## src/rtl/regfile_wb_arbiter_pkg.sv

```systemverilog
// Shared types and constants for the register-file write-back arbiter.
package regfile_pkg;

    localparam int unsigned REG_ADDR_W = 5;
    localparam int unsigned DATA_W     = 32;
    localparam int unsigned LOAD_OP_W  = 3;

    localparam logic [LOAD_OP_W-1:0] LB  = 3'b000;
    localparam logic [LOAD_OP_W-1:0] LH  = 3'b001;
    localparam logic [LOAD_OP_W-1:0] LW  = 3'b010;
    localparam logic [LOAD_OP_W-1:0] LBU = 3'b100;
    localparam logic [LOAD_OP_W-1:0] LHU = 3'b101;

    typedef struct packed {
        logic [REG_ADDR_W-1:0] rd;
        logic [DATA_W-1:0]     data;
        logic [LOAD_OP_W-1:0]  load_op;
        logic                  is_load;
    } wb_req_t;

endpackage

```

## src/rtl/regfile_wb_arbiter_if.sv

```systemverilog
// Write-back producer handshakes and the register-file write-port controls.
interface regfile_wb_arbiter_if;
    import regfile_pkg::*;

    logic                  alu_valid;
    logic                  alu_ready;
    logic [REG_ADDR_W-1:0] alu_rd;
    logic [DATA_W-1:0]     alu_data;

    logic                  lsu_valid;
    logic                  lsu_ready;
    logic [REG_ADDR_W-1:0] lsu_rd;
    logic [DATA_W-1:0]     lsu_data;
    logic [LOAD_OP_W-1:0]  lsu_load_op;

    logic                  rf_write_enable;
    logic [REG_ADDR_W-1:0] rf_write_address;
    logic [DATA_W-1:0]     rf_write_data;
    logic                  rf_mem_read_enable;
    logic [LOAD_OP_W-1:0]  rf_load_operation;
    logic [DATA_W-1:0]     rf_mem_read_data;

    modport master (
        output alu_valid, alu_rd, alu_data,
        output lsu_valid, lsu_rd, lsu_data, lsu_load_op,
        input  alu_ready, lsu_ready,
        input  rf_write_enable, rf_write_address, rf_write_data,
        input  rf_mem_read_enable, rf_load_operation, rf_mem_read_data
    );

    modport slave (
        input  alu_valid, alu_rd, alu_data,
        input  lsu_valid, lsu_rd, lsu_data, lsu_load_op,
        output alu_ready, lsu_ready,
        output rf_write_enable, rf_write_address, rf_write_data,
        output rf_mem_read_enable, rf_load_operation, rf_mem_read_data
    );

endinterface

```

## src/rtl/regfile_wb_arbiter_scoreboard.sv

```systemverilog
// Per-register outstanding-write counters for RAW stall detection (x0 never tracked).
module wb_scoreboard
    import regfile_pkg::*;
#(
    parameter int unsigned PEND_W = 2
) (
    input  logic                  clk,
    input  logic                  reset,
    input  logic                  issue_valid,
    input  logic [REG_ADDR_W-1:0] issue_rd,
    output logic                  issue_ready,
    input  logic [REG_ADDR_W-1:0] rs1_addr,
    input  logic [REG_ADDR_W-1:0] rs2_addr,
    output logic                  rs1_busy,
    output logic                  rs2_busy,
    input  logic                  dec_valid,
    input  logic [REG_ADDR_W-1:0] dec_addr
);

    localparam int unsigned NumRegs = 1 << REG_ADDR_W;
    localparam logic [PEND_W-1:0] CntMax = '1;

    logic [PEND_W-1:0] cnt_q [NumRegs];
    logic [PEND_W-1:0] cnt_d [NumRegs];
    logic              inc_valid;

    // A full counter can still take an issue when the same edge retires a write to it.
    assign issue_ready = (issue_rd == '0) || (cnt_q[issue_rd] != CntMax) ||
                         (dec_valid && (dec_addr == issue_rd));
    assign inc_valid   = issue_valid && issue_ready && (issue_rd != '0);

    assign rs1_busy = (cnt_q[rs1_addr] != '0);
    assign rs2_busy = (cnt_q[rs2_addr] != '0);

    always_comb begin
        cnt_d[0] = '0;
        for (int unsigned i = 1; i < NumRegs; i++) begin
            cnt_d[i] = cnt_q[i];
            if (inc_valid && (issue_rd == REG_ADDR_W'(i))) begin
                if (!(dec_valid && (dec_addr == REG_ADDR_W'(i)))) begin
                    cnt_d[i] = cnt_q[i] + 1'b1;
                end
            end else if (dec_valid && (dec_addr == REG_ADDR_W'(i)) && (cnt_q[i] != '0)) begin
                cnt_d[i] = cnt_q[i] - 1'b1;
            end
        end
    end

    always_ff @(posedge clk) begin
        if (!reset) begin
            for (int unsigned i = 0; i < NumRegs; i++) begin
                cnt_q[i] <= '0;
            end
        end else begin
            cnt_q <= cnt_d;
        end
    end

    // Retiring a write that was never issued is a producer protocol error.
    always_ff @(posedge clk) begin
        if (reset && dec_valid) begin
            assert (cnt_q[dec_addr] != '0);
        end
    end

endmodule

```

## src/rtl/regfile_wb_arbiter.sv

```systemverilog
// Arbitrates ALU and load write-back onto the single register-file write port.
// Macro WB_RR_ARB_EN swaps LSU priority + starvation override for a round-robin pointer.
module regfile_wb_arbiter
    import regfile_pkg::*;
#(
    parameter int unsigned PEND_W       = 2,
    parameter int unsigned STARVE_LIMIT = 4
) (
    input  logic                  clk,
    input  logic                  reset,
    input  logic                  issue_valid,
    input  logic [REG_ADDR_W-1:0] issue_rd,
    output logic                  issue_ready,
    input  logic [REG_ADDR_W-1:0] rs1_addr,
    input  logic [REG_ADDR_W-1:0] rs2_addr,
    output logic                  rs1_busy,
    output logic                  rs2_busy,
    regfile_wb_arbiter_if.slave   wb
);

    wb_req_t alu_q, alu_d, lsu_q, lsu_d, out_q, out_d;
    logic    alu_full_q, alu_full_d, lsu_full_q, lsu_full_d;
    logic    out_we_q, out_we_d;
    logic    grant_alu, grant_lsu;
    logic    alu_ready, lsu_ready;

`ifdef WB_RR_ARB_EN
    logic rr_q, rr_d;

    // rr_q=0 favours the LSU; flip only when both sides actually contended.
    always_comb begin
        grant_alu = alu_full_q && (!lsu_full_q || rr_q);
        grant_lsu = lsu_full_q && !grant_alu;
        rr_d      = rr_q;
        if (alu_full_q && lsu_full_q) begin
            rr_d = ~rr_q;
        end
    end

    always_ff @(posedge clk) begin
        if (!reset) begin
            rr_q <= 1'b0;
        end else begin
            rr_q <= rr_d;
        end
    end
`else
    localparam int unsigned StarveW = $clog2(STARVE_LIMIT + 1);

    logic [StarveW-1:0] starve_q, starve_d;

    always_comb begin
        grant_alu = alu_full_q && (!lsu_full_q || (starve_q == StarveW'(STARVE_LIMIT)));
        grant_lsu = lsu_full_q && !grant_alu;
        starve_d  = '0;
        if (alu_full_q && !grant_alu) begin
            starve_d = starve_q + 1'b1;
        end
    end

    always_ff @(posedge clk) begin
        if (!reset) begin
            starve_q <= '0;
        end else begin
            starve_q <= starve_d;
        end
    end
`endif

    // An entry being granted this cycle frees up in time to take a new beat.
    assign alu_ready    = !alu_full_q || grant_alu;
    assign lsu_ready    = !lsu_full_q || grant_lsu;
    assign wb.alu_ready = alu_ready;
    assign wb.lsu_ready = lsu_ready;

    always_comb begin
        alu_full_d = alu_full_q && !grant_alu;
        alu_d      = alu_q;
        if (wb.alu_valid && alu_ready) begin
            alu_full_d = 1'b1;
            alu_d      = '{rd: wb.alu_rd, data: wb.alu_data, load_op: '0, is_load: 1'b0};
        end
        lsu_full_d = lsu_full_q && !grant_lsu;
        lsu_d      = lsu_q;
        if (wb.lsu_valid && lsu_ready) begin
            lsu_full_d = 1'b1;
            lsu_d      = '{rd: wb.lsu_rd, data: wb.lsu_data, load_op: wb.lsu_load_op,
                           is_load: 1'b1};
        end
    end

    // Idle cycles drop the enable but keep the remaining write-port fields stable.
    always_comb begin
        out_d    = out_q;
        out_we_d = 1'b0;
        if (grant_lsu) begin
            out_d    = lsu_q;
            out_we_d = (lsu_q.rd != '0);
        end else if (grant_alu) begin
            out_d    = alu_q;
            out_we_d = (alu_q.rd != '0);
        end
    end

    always_ff @(posedge clk) begin
        if (!reset) begin
            alu_full_q <= 1'b0;
            lsu_full_q <= 1'b0;
            alu_q      <= '0;
            lsu_q      <= '0;
            out_q      <= '0;
            out_we_q   <= 1'b0;
        end else begin
            alu_full_q <= alu_full_d;
            lsu_full_q <= lsu_full_d;
            alu_q      <= alu_d;
            lsu_q      <= lsu_d;
            out_q      <= out_d;
            out_we_q   <= out_we_d;
        end
    end

    always_comb begin
        wb.rf_write_enable    = out_we_q;
        wb.rf_write_address   = out_q.rd;
        wb.rf_mem_read_enable = out_q.is_load;
        wb.rf_write_data      = out_q.is_load ? '0 : out_q.data;
        wb.rf_mem_read_data   = out_q.is_load ? out_q.data : '0;
        wb.rf_load_operation  = out_q.is_load ? out_q.load_op : '0;
    end

    wb_scoreboard #(
        .PEND_W (PEND_W)
    ) u_scoreboard (
        .clk         (clk),
        .reset       (reset),
        .issue_valid (issue_valid),
        .issue_rd    (issue_rd),
        .issue_ready (issue_ready),
        .rs1_addr    (rs1_addr),
        .rs2_addr    (rs2_addr),
        .rs1_busy    (rs1_busy),
        .rs2_busy    (rs2_busy),
        .dec_valid   (out_we_q),
        .dec_addr    (out_q.rd)
    );

endmodule

```

## src/flat_wrapper.sv

```systemverilog
// flat-port wrapper written by rule: the top's interface ports become plain ports
module regfile_wb_arbiter_flat import regfile_pkg::*;
#(
    parameter int unsigned PEND_W       = 2,
    parameter int unsigned STARVE_LIMIT = 4
)
  (clk, reset, issue_valid, issue_rd, issue_ready, rs1_addr, rs2_addr, rs1_busy, rs2_busy, wb_alu_valid, wb_alu_rd, wb_alu_data, wb_lsu_valid, wb_lsu_rd, wb_lsu_data, wb_lsu_load_op, wb_alu_ready, wb_lsu_ready, wb_rf_write_enable, wb_rf_write_address, wb_rf_write_data, wb_rf_mem_read_enable, wb_rf_load_operation, wb_rf_mem_read_data);
  regfile_wb_arbiter_if wb_i ();
  input  logic clk;
  input  logic reset;
  input  logic issue_valid;
  input  logic [REG_ADDR_W-1:0] issue_rd;
  output logic issue_ready;
  input  logic [REG_ADDR_W-1:0] rs1_addr;
  input  logic [REG_ADDR_W-1:0] rs2_addr;
  output logic rs1_busy;
  output logic rs2_busy;
  input wire logic [$bits(wb_i.alu_valid)-1:0] wb_alu_valid;
  input wire logic [$bits(wb_i.alu_rd)-1:0] wb_alu_rd;
  input wire logic [$bits(wb_i.alu_data)-1:0] wb_alu_data;
  input wire logic [$bits(wb_i.lsu_valid)-1:0] wb_lsu_valid;
  input wire logic [$bits(wb_i.lsu_rd)-1:0] wb_lsu_rd;
  input wire logic [$bits(wb_i.lsu_data)-1:0] wb_lsu_data;
  input wire logic [$bits(wb_i.lsu_load_op)-1:0] wb_lsu_load_op;
  output wire logic [$bits(wb_i.alu_ready)-1:0] wb_alu_ready;
  output wire logic [$bits(wb_i.lsu_ready)-1:0] wb_lsu_ready;
  output wire logic [$bits(wb_i.rf_write_enable)-1:0] wb_rf_write_enable;
  output wire logic [$bits(wb_i.rf_write_address)-1:0] wb_rf_write_address;
  output wire logic [$bits(wb_i.rf_write_data)-1:0] wb_rf_write_data;
  output wire logic [$bits(wb_i.rf_mem_read_enable)-1:0] wb_rf_mem_read_enable;
  output wire logic [$bits(wb_i.rf_load_operation)-1:0] wb_rf_load_operation;
  output wire logic [$bits(wb_i.rf_mem_read_data)-1:0] wb_rf_mem_read_data;
  assign wb_i.alu_valid = wb_alu_valid;
  assign wb_i.alu_rd = wb_alu_rd;
  assign wb_i.alu_data = wb_alu_data;
  assign wb_i.lsu_valid = wb_lsu_valid;
  assign wb_i.lsu_rd = wb_lsu_rd;
  assign wb_i.lsu_data = wb_lsu_data;
  assign wb_i.lsu_load_op = wb_lsu_load_op;
  assign wb_alu_ready = wb_i.alu_ready;
  assign wb_lsu_ready = wb_i.lsu_ready;
  assign wb_rf_write_enable = wb_i.rf_write_enable;
  assign wb_rf_write_address = wb_i.rf_write_address;
  assign wb_rf_write_data = wb_i.rf_write_data;
  assign wb_rf_mem_read_enable = wb_i.rf_mem_read_enable;
  assign wb_rf_load_operation = wb_i.rf_load_operation;
  assign wb_rf_mem_read_data = wb_i.rf_mem_read_data;
  regfile_wb_arbiter #(.PEND_W(PEND_W), .STARVE_LIMIT(STARVE_LIMIT)) u_core (.clk(clk), .reset(reset), .issue_valid(issue_valid), .issue_rd(issue_rd), .issue_ready(issue_ready), .rs1_addr(rs1_addr), .rs2_addr(rs2_addr), .rs1_busy(rs1_busy), .rs2_busy(rs2_busy), .wb(wb_i));
endmodule
```

## config.mk

```make
export PLATFORM = sky130hd
export DESIGN_NAME = regfile_wb_arbiter_flat
export DESIGN_NICKNAME = d
export VERILOG_FILES = /design/src/rtl/regfile_wb_arbiter_pkg.sv /design/src/rtl/regfile_wb_arbiter_if.sv /design/src/rtl/regfile_wb_arbiter_scoreboard.sv /design/src/rtl/regfile_wb_arbiter.sv /design/src/flat_wrapper.sv
export SDC_FILE = /design/constraint.sdc
export NUM_CORES = 1
export LEC_CHECK = 0
export BUFFER_PORTS_ARGS = -buffer_cell sky130_fd_sc_hd__buf_2
export CORE_MARGIN = 3
export CORE_UTILIZATION = 48
export CTS_CLUSTER_SIZE = 20
export DETAILED_ROUTE_END_ITERATION = 8
export GPL_TIMING_DRIVEN = 0
export PLACE_DENSITY = 0.7
export SYNTH_ARGS = -nofsm -noshare
export SYNTH_HDL_FRONTEND = slang
export SYNTH_SLANG_ARGS = --single-unit
```

## constraint.sdc

```tcl
create_clock -name clk -period 3.2 [get_ports clk]
set_input_delay 0.64 -clock clk [delete_from_list [all_inputs] [get_ports clk]]
set_output_delay 0.64 -clock clk [all_outputs]
set_load 0.01 [all_outputs]
```

==> Word-level counts from Yosys, hierarchy flattened <==
Index checks and enable logic that the tools add are counted.
{ "op_classes": {"addsub": 63, "magnitude_cmp": 3, "n_eq_ne": 96, "n_mux": 111, "bitwise_logic": 3, "reduce_logical": 212} }
{ "ops": {"columns": ["op", "n"], "rows": [
  ["two-way mux 2 bit", 99],
  ["equality test 5 bit, second input constant", 32],
  ["nonzero test 2 bit", 65],
  ["logical AND 1 bit", 102],
  ["two-way mux 41 bit", 2],
  ["equality test 5 x 4 -> 1 bit, second input constant", 16],
  ["two-way mux 32 bit", 2],
  ["inequality test 2 bit, second input constant", 32],
  ["AND reduction 2 bit", 32],
  ["adder 2 x 1 -> 2 bit, second input constant", 31],
  ["subtractor 2 x 1 -> 2 bit, second input constant", 31],
  ["equality test 5 x 3 -> 1 bit, second input constant", 8],
  ["binary-select mux 2 bit (select 5 bit)", 3],
  ["equality test 5 x 2 -> 1 bit, second input constant", 4],
  [">= comparator 6 bit, second input constant", 3],
  ["NOT 5 -> 6 bit", 3],
  ["nonzero test 5 bit", 3],
  ["equality test 5 x 1 -> 1 bit, second input constant", 2],
  ["equality test 5 bit", 1],
  ["logical NOT 5 bit", 1],
  ["logical OR 1 bit", 5],
  ["logical NOT 1 bit", 4],
  ["two-way mux 1 bit", 4],
  ["adder 3 x 1 -> 3 bit, second input constant", 1],
  ["2 further kinds", 2]
]} }
{ "word_totals": {"register_bits": 189, "output_inout_bits": 79, "word_cells": 534} }

==> Depth between registers and ports, before layout <==
{ "logic_depth": {"depth_word": 12, "depth_mapped": 10} }

==> Hierarchy <==
From an unflattened synthesis, not the netlist that was laid out.
{ "hier_totals": {"hier_cells": 1293, "hier_area_um2": 10386.2} }
{ "modules_own_cells": {"columns": ["mod", "n_inst", "cells_per_inst", "area_per_inst_um2"], "rows": [
  ["regfile_wb_arbiter", 1, 671, 5370.2],
  ["wb_scoreboard", 1, 622, 5016.1]
]} }

==> Worst setup path after synthesis <==
No wires, ideal clock.
{ "synth_path": {"kind": "input to output", "start": "input port rs2_addr[1]", "end": "output port rs2_busy", "arrival_time_ps": 2278, "setup_slack_ps": 282, "stages": 5, "n_path_buf": 2, "cell_sequence": "clkbuf_1 clkbuf_1 o21ai_0 mux4_2 mux4_2"} }
{ "synth_via": {"elab_chain_len": 5} }
{ "synth_lines": {"columns": ["item", "line_no", "text"], "rows": [
  ["start, declared", "flat_wrapper.sv:15", "input logic [REG_ADDR_W-1:0] rs2_addr;"],
  ["NOT 5 -> 6 bit (implied by the code)", "regfile_wb_arbiter_scoreboard.sv:33", "assign rs2_busy = (cnt_q[rs2_addr] != '0);"],
  ["binary-select mux 2 bit (select 5 bit)", "regfile_wb_arbiter_scoreboard.sv:33", null],
  ["two-way mux 2 bit (implied by the code) (2 in series)", "regfile_wb_arbiter_scoreboard.sv:33", null],
  ["nonzero test 2 bit", "regfile_wb_arbiter_scoreboard.sv:33", null],
  ["end, declared", "flat_wrapper.sv:17", "output logic rs2_busy;"]
]} }
Every way passes these cells. The select of a mux whose other input is x is not followed.

==> Worst setup path in the final report <==
Same ends and word-level chain as after synthesis.

==> impl_summary.md <==
GRT
The final global-route overflow total is 0. The via count of the first global-routing pass is 9276. Across every metal layer, demand over resource in global routing totals 0.2856. The number of antenna violations at the first check in global routing is 4. Entering global routing, the biggest net connects 21 pins.

The first global-routing pass estimated roughly 50000 um of wire.

Detailed routing
The remaining design rule violation count is 0. The final route contains ~9900 vias. After detailed routing, the average wire length per cell comes to 18.10 um. The number of antenna-violating nets in the routed design is 0.

After detailed routing, the number of vias per cell comes to 5.687. After the first detailed-routing iteration, the DRC count stood at about 950. The overall routed net length is 31470 um. The count of TritonRoute iterations in the first routing pass is 7.

Synth
The fraction of registers with async set or reset after synthesis is 0. The compound-cell area share of the yosys netlist was 0.2107. Synthesis inferred 187 register bits. Sorting the synthesized cells by area gives the leading types as dfxtp_1, nand2_1, a21oi_1, mux4_2, nor2_1. The post-synthesis instance area is 9618 um2. The fraction of the mapped netlist area in adder cells is 0.002602.

Of the total synthesized cell area, the portion taken by XOR and XNOR cells is 0.009106. The synthesized area per cell is 7.549 um2. The most used flip-flop cell after synthesis is dfxtp_1. The cell count after synthesis came out at 1274. The count of synthesis-stage warnings from yosys is 0.

Counting flops with a built-in enable in the synthesized netlist gives 0. Of the total synthesized cell area, the portion taken by AND, OR, NAND and NOR gates is 0.2993. The area fraction of the dominant cell type after synthesis is 0.3892. In the post-synthesis netlist, the cell with the most instances is nand2_1.

In the synthesized netlist, the cells that appear most often are nand2_1, dfxtp_1, a21oi_1, nor2_1, clkbuf_1. By area, the combinational part of the netlist is dominated by simple AND/OR/NAND/NOR gates. The cell type contributing the most total cell area after synthesis is dfxtp_1.

The portion of synthesized area spent on multiplexers is 0.04423. The count of distinct cell types in the synthesized netlist is 56. The sequential cell area fraction in the yosys report is 0.3892. The number of nets handed over by synthesis was about 1400.

Placement
The placed wire-length estimate is 23600 um. The placed cell area is 10790 um2. The last weighted congestion value of the routability-driven placer is 0.9318. Buffers placed on the I/O ports in this run total 168.

Power
The maximum VDD drop is 0.3431 mV. The leakage power summed over all cells is 4.488 nW. Summing internal, switching and leakage power gives 5.411 mW. The power per cell area is 473.8 nW/um2.

Setup path
The number of cells traversed by the worst register-to-register path is 9. The critical path goes through clkbuf_2, clkbuf_2, o21ai_0, mux4_2, mux4_2, buf_2. The total stage count of the critical path is 6.

The internal reg-to-reg setup slack is 540 ps. The kind of cell with the highest combined delay on the critical path is multiplexers. The arrival time reported for the critical path endpoint is 2510 ps. The maximum fanout along the worst path is 10. The critical path class is primary input to output port. STA classifies the critical path endpoint as an output port. For this design, the slowest cell found on the critical path is mux4_2. The required time of the critical path is 2560 ps. STA classifies the critical path startpoint as a primary input. The number of buffers and inverters on the critical path is 3. In this design, the stage delay of the slowest critical-path cell is 500 ps.

Timing
The total count of max-transition violations in the final report is 0. The final-report hold violation count is 0. For the pin with the worst max-slew slack, the measured transition is 834.1 ps. Setup repair after global routing left no endpoint under its margin. After layout, the minimum clock period comes to about 3100 ps. The total of endpoints with negative setup slack in the final report is 0. The largest clock skew in the final design is between 10 and 15 ps. Headroom to the max-slew limit came out at 0.4439.

The timing-limited maximum frequency is 0.3178 GHz. Of the available clock period, the critical path in the final layout requires 0.9834.

Die
After floorplanning, the core was sized to cover 19590 um2. The floorplan step set the die height to around 150 um. The initialized floorplan defines 51 standard-cell rows. between 150 and 200 I/O pins were placed. The die covers 21770 um2. The starting density of the core is 0.4910. The horizontal die dimension is around 150 um.

Layout
After the last flow step, the layout net total stands at 1560. Of the cells placed in the final design, the portion with a size suffix greater than 1 is 0.1710. The area growth from synthesis to layout is 18.75%. The design area is between 10000 and 15000 um2. The number of diodes added for antenna fixing is 0.

Outcome
The run finished with clean final reports.

Clock network
CTS placed an instance of clkbuf_16 at the clock tree root. The deepest clock path buffer count is 2. The clock slew seen by the registers of the worst setup and hold paths is ~80 ps. The number of sinks driven by the clock tree is 187. The depth of the CTS H-tree is 4.

For this design, the CTS-stage hold fixing added 0 buffers. The CTS tree is yes. Clock tree synthesis inserted a total of 17 buffers. Clock latency on the worst-skew pair, taken at its later pin, is 450 ps.

Min path
The depth of the worst hold-timing path is 3. The type of the tightest min-delay check is primary input to flop.

Run
Max-cap violations in this run came to 0.
-- final cells by class --
| class | count | area (um2) |
|---|---|---|
| plain buffers | 93 | 400.4 |
| fillers | 1891 | 8169 |
| multi-input cells | 984 | 5444 |
| well taps | 265 | 331.6 |
| flip-flops and latches | 187 | 3744 |
| clock inverters | 15 | 197.7 |
| clock buffers | 17 | 425.4 |
| repair buffers | 168 | 840.8 |
| inverters | 10 | 37.54 |
-- path summary, 6_finish.rpt --
kind,start,end
setup / recovery,rs2_addr[1],rs2_busy
hold / removal,wb_alu_data[16],u_core.alu_q[20]$_SDFFE_PN0P_
setup reg to reg,u_core.wb.rf_write_address[1]$_SDFFE_PN0P_,u_core.u_scoreboard.cnt_q[58]$_SDFFE_PN0P_
hold reg to reg,u_core.lsu_q[30]$_SDFFE_PN0P_,u_core.lsu_q[30]$_SDFFE_PN0P_
-- cells by family after synthesis --
logic type                 count (synthesis)
adders and majority gates                  2
buffers and inverters                    103
xor gates and xnor gates                  10
muxes                                     20
AOI/OAI and AO/OA                        324
and+or+nand+nor                          628
DFF                                      187
-- repair_timing --
action / in CTS / in global routing
resized for setup: 6 / 0
setup endpoints to repair: 2 / 0
setup buffers: 0 / 0
-- metal layers --
layer	vias to the layer above	track usage	wire length, um
li1	4811	-	-
met1	4564	0.3703	13230
met2	438	0.4767	14920
met3	69	0.06407	2466
met4	8	0.08947	807
met5	-	0	48
-- layout by cell type (no fill, tap or decap), drive strengths merged, types with 31 or more instances in the layout --
| cell type | instances |
|---|---|
| and2 | 44 |
| clkbuf | 90 |
| nand2 | 286 |
| nand2b | 31 |
| a21oi | 154 |
| nor3 | 70 |
| a311oi | 37 |
| nor2b | 35 |
| dfxtp | 187 |
| o21ai | 48 |
| nor2 | 103 |
| buf | 188 |
-- per-stage QoR --
stage | TNS [ps] | hold WS (ps) | worst slack (ps) | utilization | std cells
6_report | 0 | 415.1 | 53.03 | 0.5830 | 1739
5_1_grt | 0 | 410.3 | 43.88 | 0.5830 | 1739
3_3_place_gp | -448.1 | 428.5 | -277.9 | 0.5508 | 1707
3_5_place_dp | -464.3 | 442.6 | -265.0 | 0.5508 | 1707
2_1_floorplan | 0 | 417.3 | 282.1 | - | 1274
4_1_cts | 0 | 410.6 | 118.8 | 0.5830 | 1739
-- state kept, by name (all words and copies together) (netlist names), 3 cells and up --
signal                      cells
u_core.alu_q                   37
u_core.lsu_q                   41
u_core.out_q                   35
u_core.starve_q                 3
u_core.u_scoreboard.cnt_q      62
u_core.wb.rf_write_address      5
-- power breakdown --
part	total (mW)	internal [mW]	switching, mW
sequential	2.51	2.43	0.0800
combinational	0.675	0.251	0.424
clock	2.23	1.14	1.09
-- worst reg2reg max path: cells and delay by family (launching register included) --
family | cells | cell delay [ps]
AO/OA/AOI/OAI | 1 | 270
XOR/XNOR | 1 | 180
buffers and inverters | 2 | 520
AND/OR/NAND/NOR | 5 | 1280
flip-flops | 1 | 330
Note: power is estimated with default switching activity, not from simulation.
